==> config.mk <==
export PLATFORM = sky130hd
export DESIGN_NAME = classificador_botao
export DESIGN_NICKNAME = d
export VERILOG_FILES = /design/src/rtl/botao_pkg.sv /design/src/rtl/debounce_nivel.sv /design/src/rtl/classificador_botao.sv
export SDC_FILE = /design/constraint.sdc
export NUM_CORES = 1
export LEC_CHECK = 0
export ABC_AREA = 1
export CAP_MARGIN = 20
export CORE_ASPECT_RATIO = 0.75
export CORE_MARGIN = 2
export CORE_UTILIZATION = 40
export DETAILED_ROUTE_END_ITERATION = 10
export GPL_TIMING_DRIVEN = 0
export HOLD_SLACK_MARGIN = 0.12
export PLACE_DENSITY_LB_ADDON = 0.25
export SLEW_MARGIN = 20
export SYNTH_ARGS = -nofsm -noshare
export SYNTH_HDL_FRONTEND = slang
export SYNTH_SLANG_ARGS = --single-unit
==> constraint.sdc <==
create_clock -name clk -period 2 [get_ports clk]
set_input_delay 0.3 -clock clk [delete_from_list [all_inputs] [get_ports clk]]
set_output_delay 0.3 -clock clk [all_outputs]
set_load 0.02 [all_outputs]
==> src/rtl/botao_pkg.sv <==
// -----------------------------------------------------------------------------
// botao_pkg
// Shared types and default constants for the pushbutton classifier.
//   estado_t          : classifier FSM state (OCIOSO, PRESSIONADO, LONGO_EMITIDO)
//   DEBOUNCE_PADRAO   : default debounce length, 10 ms at 25 MHz
//   LONGO_PADRAO      : default long-press threshold, 1 s at 25 MHz
//   REPETICAO_PADRAO  : default interval between repeated long pulses, 250 ms
// -----------------------------------------------------------------------------
package botao_pkg;

    typedef enum logic [1:0] {
        OCIOSO        = 2'd0,
        PRESSIONADO   = 2'd1,
        LONGO_EMITIDO = 2'd2
    } estado_t;

    localparam int unsigned DEBOUNCE_PADRAO  = 250000;
    localparam int unsigned LONGO_PADRAO     = 25000000;
    localparam int unsigned REPETICAO_PADRAO = 6250000;

endpackage

==> src/rtl/debounce_nivel.sv <==
// -----------------------------------------------------------------------------
// debounce_nivel
// Two-flop synchroniser, polarity normalisation and level debouncer for one
// raw pushbutton pin.
//   clk        in   system clock
//   rst_n      in   asynchronous active-low reset
//   b_in       in   raw asynchronous button pin
//   b_estavel  out  debounced level, 1 = pressed (registered)
//   estavel_d  out  value b_estavel takes at the next clock edge, so a
//                   downstream registered stage can react in the same cycle
//                   the debounced level changes
// -----------------------------------------------------------------------------
module debounce_nivel
    import botao_pkg::*;
#(
    parameter int unsigned DEBOUNCE_CYCLES = DEBOUNCE_PADRAO,
    parameter bit          ACTIVE_LOW      = 1'b1
) (
    input  logic clk,
    input  logic rst_n,
    input  logic b_in,
    output logic b_estavel,
    output logic estavel_d
);

    localparam int unsigned          CNT_W       = $clog2(DEBOUNCE_CYCLES + 1);
    localparam logic [CNT_W-1:0]     CNT_MAX     = CNT_W'(DEBOUNCE_CYCLES - 1);
    // Released level of the raw pin; the synchroniser starts there so reset
    // never looks like a press.
    localparam logic                 NIVEL_SOLTO = ACTIVE_LOW;

    logic             sinc1_q;
    logic             sinc2_q;
    logic             s;
    logic [CNT_W-1:0] cnt_q;
    logic [CNT_W-1:0] cnt_d;
    logic             estavel_q;

    // Counter runs only while the synchronised level disagrees with the
    // accepted one; any agreement restarts the qualification window.
    always_comb begin
        // NOTE: every signal assigned here gets a default first, so no path
        // leaves it unassigned and no latch is inferred.
        s         = sinc2_q ^ ACTIVE_LOW;
        cnt_d     = '0;
        estavel_d = estavel_q;
        if (s != estavel_q) begin
            if (cnt_q == CNT_MAX) begin
                estavel_d = s;
            end else begin
                cnt_d = cnt_q + 1'b1;
            end
        end
    end

    // NOTE: sequential state uses non-blocking assignments so every flop
    // samples the pre-edge value of its neighbours (the synchroniser chain
    // depends on this).
    always_ff @(posedge clk or negedge rst_n) begin
        if (!rst_n) begin
            sinc1_q   <= NIVEL_SOLTO;
            sinc2_q   <= NIVEL_SOLTO;
            cnt_q     <= '0;
            estavel_q <= 1'b0;
        end else begin
            sinc1_q   <= b_in;
            sinc2_q   <= sinc1_q;
            cnt_q     <= cnt_d;
            estavel_q <= estavel_d;
        end
    end

    assign b_estavel = estavel_q;

endmodule

==> src/rtl/classificador_botao.sv <==
// -----------------------------------------------------------------------------
// classificador_botao
// Conditions one raw pushbutton and classifies each press as short or long.
// Outputs are single-cycle registered pulses, one event per press.
//   clk          in   system clock
//   rst_n        in   asynchronous active-low reset
//   b_in         in   raw asynchronous button pin
//   b_estavel    out  debounced level, 1 = pressed
//   pulso_curto  out  one-cycle pulse: short press completed (on release)
//   pulso_longo  out  one-cycle pulse: long-press threshold reached
// Optional build macro BOTAO_REPEAT_EN: while a long press is held, emit an
// extra pulso_longo every REPEAT_CYCLES cycles after the first one.
// -----------------------------------------------------------------------------
module classificador_botao
    import botao_pkg::*;
#(
    parameter int unsigned DEBOUNCE_CYCLES = DEBOUNCE_PADRAO,
    parameter int unsigned LONG_CYCLES     = LONGO_PADRAO,
    parameter int unsigned REPEAT_CYCLES   = REPETICAO_PADRAO,
    parameter bit          ACTIVE_LOW      = 1'b1
) (
    input  logic clk,
    input  logic rst_n,
    input  logic b_in,
    output logic b_estavel,
    output logic pulso_curto,
    output logic pulso_longo
);

    if (DEBOUNCE_CYCLES < 1) begin : g_chk_debounce
        $error("DEBOUNCE_CYCLES must be >= 1");
    end
    if (LONG_CYCLES < 2) begin : g_chk_longo
        $error("LONG_CYCLES must be >= 2");
    end
    if (REPEAT_CYCLES < 1) begin : g_chk_repeticao
        $error("REPEAT_CYCLES must be >= 1");
    end

    localparam int unsigned       HOLD_W    = $clog2(LONG_CYCLES + 1);
    localparam logic [HOLD_W-1:0] HOLD_MAX  = HOLD_W'(LONG_CYCLES);
    localparam logic [HOLD_W-1:0] HOLD_LIM  = HOLD_W'(LONG_CYCLES - 1);

    logic              estavel_q;
    logic              estavel_d;
    estado_t           estado_q;
    estado_t           estado_d;
    logic [HOLD_W-1:0] hold_q;
    logic [HOLD_W-1:0] hold_d;
    logic              pulso_curto_q;
    logic              pulso_curto_d;
    logic              pulso_longo_q;
    logic              pulso_longo_d;

`ifdef BOTAO_REPEAT_EN
    localparam int unsigned      REP_W   = $clog2(REPEAT_CYCLES + 1);
    localparam logic [REP_W-1:0] REP_MAX = REP_W'(REPEAT_CYCLES - 1);

    logic [REP_W-1:0] rep_q;
    logic [REP_W-1:0] rep_d;
`endif

    debounce_nivel #(
        .DEBOUNCE_CYCLES (DEBOUNCE_CYCLES),
        .ACTIVE_LOW      (ACTIVE_LOW)
    ) u_debounce (
        .clk       (clk),
        .rst_n     (rst_n),
        .b_in      (b_in),
        .b_estavel (estavel_q),
        .estavel_d (estavel_d)
    );

    // The FSM decides on estavel_d (the debounced level of the cycle about to
    // start) so the registered pulse lines up with that cycle: pulso_curto
    // appears in the first cycle b_estavel reads 0. At the edge starting
    // cycle k of a press, hold_q = k - 1.
    always_comb begin
        estado_d      = estado_q;
        hold_d        = hold_q;
        pulso_curto_d = 1'b0;
        pulso_longo_d = 1'b0;
`ifdef BOTAO_REPEAT_EN
        rep_d         = '0;
`endif
        case (estado_q)
            OCIOSO: begin
                hold_d = '0;
                if (estavel_d) begin
                    estado_d = PRESSIONADO;
                end
            end
            PRESSIONADO: begin
                // Threshold wins over release: a press of exactly LONG_CYCLES
                // is long, even though b_estavel is already 0 in that cycle.
                if (hold_q == HOLD_LIM) begin
                    pulso_longo_d = 1'b1;
                    estado_d      = LONGO_EMITIDO;
                end else if (!estavel_d) begin
                    pulso_curto_d = 1'b1;
                    estado_d      = OCIOSO;
                end else if (hold_q != HOLD_MAX) begin
                    hold_d = hold_q + 1'b1;
                end
            end
            LONGO_EMITIDO: begin
`ifdef BOTAO_REPEAT_EN
                // Repeat point k*REPEAT_CYCLES after the first long pulse,
                // emitted only if the button was still down in the cycle before.
                if (rep_q == REP_MAX) begin
                    pulso_longo_d = estavel_q;
                end else begin
                    rep_d = rep_q + 1'b1;
                end
`endif
                if (!estavel_d) begin
                    estado_d = OCIOSO;
`ifdef BOTAO_REPEAT_EN
                    rep_d    = '0;
`endif
                end
            end
            default: begin
                estado_d = OCIOSO;
            end
        endcase
    end

    always_ff @(posedge clk or negedge rst_n) begin
        if (!rst_n) begin
            estado_q      <= OCIOSO;
            hold_q        <= '0;
            pulso_curto_q <= 1'b0;
            pulso_longo_q <= 1'b0;
`ifdef BOTAO_REPEAT_EN
            rep_q         <= '0;
`endif
        end else begin
            estado_q      <= estado_d;
            hold_q        <= hold_d;
            pulso_curto_q <= pulso_curto_d;
            pulso_longo_q <= pulso_longo_d;
`ifdef BOTAO_REPEAT_EN
            rep_q         <= rep_d;
`endif
        end
    end

    assign b_estavel   = estavel_q;
    assign pulso_curto = pulso_curto_q;
    assign pulso_longo = pulso_longo_q;

endmodule

==> out/results.ini <==
[run_status]
status=completed

[timing]
setup_ws_ns=0.189
slew_headroom_pct=58.8
finClkSkew_ns=0.00815
worstMarginPinSlew_ns=0.618
finalMaxSlewViolations=0
hold_viol=0
rsz0062_at_grt=no
max_freq_mhz=552
fin_crit_ns=1.81
final.period_utilization_pct=90.5
final.setup.tns_ns=0
finalSetupViolCount=0

[routing]
routed_wl_mm=6.64
final_antenna_net_count=0
first_iter_violations=114
drtPass1Iterations=4
drc_errors=0
via_per_inst=4.60
vias=2710
wl_per_cell_um=11.3

[worst_setup_path]
worstSetupPathType=flip-flop to flip-flop
crit_buf_inv=3
cpMostUsedCell=nand2_1
r2r_setup_slack_ns=0.19
arrival_ns=2.06
crit_family=simple AND/OR/NAND/NOR gates
cp_cell_sequence=inv_1, ha_1, nand2_1, inv_1, nand2_1, nor2_1, nand2_1, nor2_1, nor2_2, nand2_4, nor2_8, buf_12, nand2_2, nand2_2
critical_path_required_ns=2.25
cp_slowest_stage_delay_ns=0.43
cpMaxStageDelayCell=dfrtp_2
end_kind=flip-flop
start_kind=flip-flop
r2r_cells=14
timing.rr.start=hold_q[0]
reg2reg_to=hold_q[19]
crit_fanout=10

[die]
io_pins=6
dieArea_sq_um=8920
initial_core_util_pct=41.3
die_w_um=108
rows=28
core_area_sq_um=7920
die_y_um=82.3

[synthesis]
synth-seq-area-share_pct=38.3
ys_ff_latch=50
synth.area.mux_share_pct=0
netlist_top_cells_count=nand2_1, nor2_1, dfrtp_1
yosysMostFrequentCell=nand2_1
synth_top_area_share_pct=36.7
synth_edf_count=0
syn_area_sq_um=3270
post_synth_inst_count=469
synth_top_family_by_area=simple AND/OR/NAND/NOR gates
synth-async-reset-ratio_pct=100
syn_nets=475
synth_top_cells_by_area=dfrtp_1, nand2_1, nor2_1
yosysTopAreaCell=dfrtp_1
synthAdderAreaFrac_pct=1.15
synthSimpleGateAreaFrac_pct=45.5
syn_avg_cell_area_sq_um=6.97
ys_types=34
ys.flop_type=dfrtp_1
synth_compound_area_share_pct=2.37
ys_warn_count=0
synth_xor_area_share_pct=4.82

[layout]
diodes=0
drive_above_1_share_pct=13.2
final_nets=489
area_growth_pct=9.03
final_cells=589
fin_util_pct=45.0

[cts]
numCtsBuffers=5
clock_latency_ns=0.31
cts.path.max_buffers=2
ctsHtreeMaxLevel=2
ctsRootBufferMaster=clkbuf_8
cts_tree=yes
clock_sinks=50
cts.clk_slew.worst_paths_ns=0.10

[grt]
grt_pass1_vias=2579
grt_pass1_wl_mm=11.9
grtUsageTotal_pct=16.8
antenna_found_initial=0
grt_max_degree=51
overflow=0

[hold_path]
holdPathStages=0
hp-start=u_debounce.sinc1_q
hold_path_class=flip-flop to flip-flop
min_to=u_debounce.sinc2_q

[pwr]
p_leak_nw=1.52
powerDensity_nw_per_um2=467
ir_drop_mv=0.340

[run]
drv_cap=0

[place]
gp_congestion=0.884
post-place-ws_ns=0.0339
hpwl_mm=5.11
io_buffer_count=5
place_inst=579

==> registers in the layout (all words and copies together), names as in the netlist <==
signal and cells:
hold_q 25, u_debounce.cnt_q 18, estado_q 2, pulso_curto 1, pulso_longo 1, u_debounce.b_estavel 1, u_debounce.sinc1_q 1, u_debounce.sinc2_q 1
==> layout make-up <==
cell class / count / area [sq um]
Multi-Input combinational cell: 364 / 1770
Fill cell: 857 / 4350
Tap cell: 105 / 131
Timing Repair Buffer: 7 / 65.1
Inverter: 48 / 183
Buffer: 7 / 72.6
Clock buffer: 6 / 72.6
Clock inverter: 2 / 15.0
Sequential cell: 50 / 1250
==> logic make-up after synthesis <==
| logic type | after synthesis |
|---|---|
| simple gates | 329 |
| buf+inv | 55 |
| flops | 50 |
| xor+xnor | 18 |
| compound gates | 14 |
| fa+ha+maj | 3 |
==> routing by layer <==
| metal | GRT usage (%) | wire length, um |
|---|---|---|
| met1 | 24.1 | 3480 |
| met2 | 27.0 | 2910 |
| met3 | 2.75 | 175 |
| met4 | 3.72 | 76 |
| met5 | 0 | 0 |
==> cells in the final DEF, fill, tap and decap left out, drive strengths merged, types with 2 or more instances in the layout <==
master and n:
xor2 11, clkbuf 8, buf 7, nand2 183, dfrtp 48, nor2 106
clkdlybuf4s50 4, nand4 4, dfstp 2, nor3b 4, xnor2 7, o21ai 6
nor3 5, clkinvlp 2, inv 47, a21oi 6, nand3 24, ha 3
==> worst max path at each step <==
stage	from	endpoint	depth (start not counted)
5_1_grt	hold_q[0]	hold_q[10]	8
2_1_floorplan	hold_q[0]	hold_q[22]	14
4_1_cts	hold_q[0]	hold_q[16]	9
3_5_place_dp	hold_q[0]	hold_q[16]	9
6_report	hold_q[0]	hold_q[19]	14
3_3_place_gp	rst_n	hold_q[20]	1
==> stage by stage <==
| step | hold slack (ns) | area (sq um) | power, mW |
|---|---|---|---|
| after floorplan | 0.00441 | 3270 | 1.06 |
| after global placement | 0.347 | 3450 | 1.09 |
| after detailed placement | 0.349 | 3450 | 1.09 |
| after CTS | 0.364 | 3550 | 1.70 |
| after global routing | 0.366 | 3570 | 1.75 |
| final | 0.361 | 3570 | 1.67 |
==> power breakdown <==
group          internal (mW)  switching [mW]  total (mW)
clock                  0.247           0.352       0.600
sequential              1.02         0.00412        1.02
combinational         0.0109          0.0327      0.0437
total                   1.28           0.389        1.67
==> what timing repair did <==
item / 4_1_cts / 5_1_grt
hold buffers: 1 / 0
buffers inserted: 0 / 1
setup endpoints to repair: 0 / 25
resized for setup: 0 / 4
hold endpoints to repair: 48 / 0
Note: power is estimated with default switching activity, not from simulation.
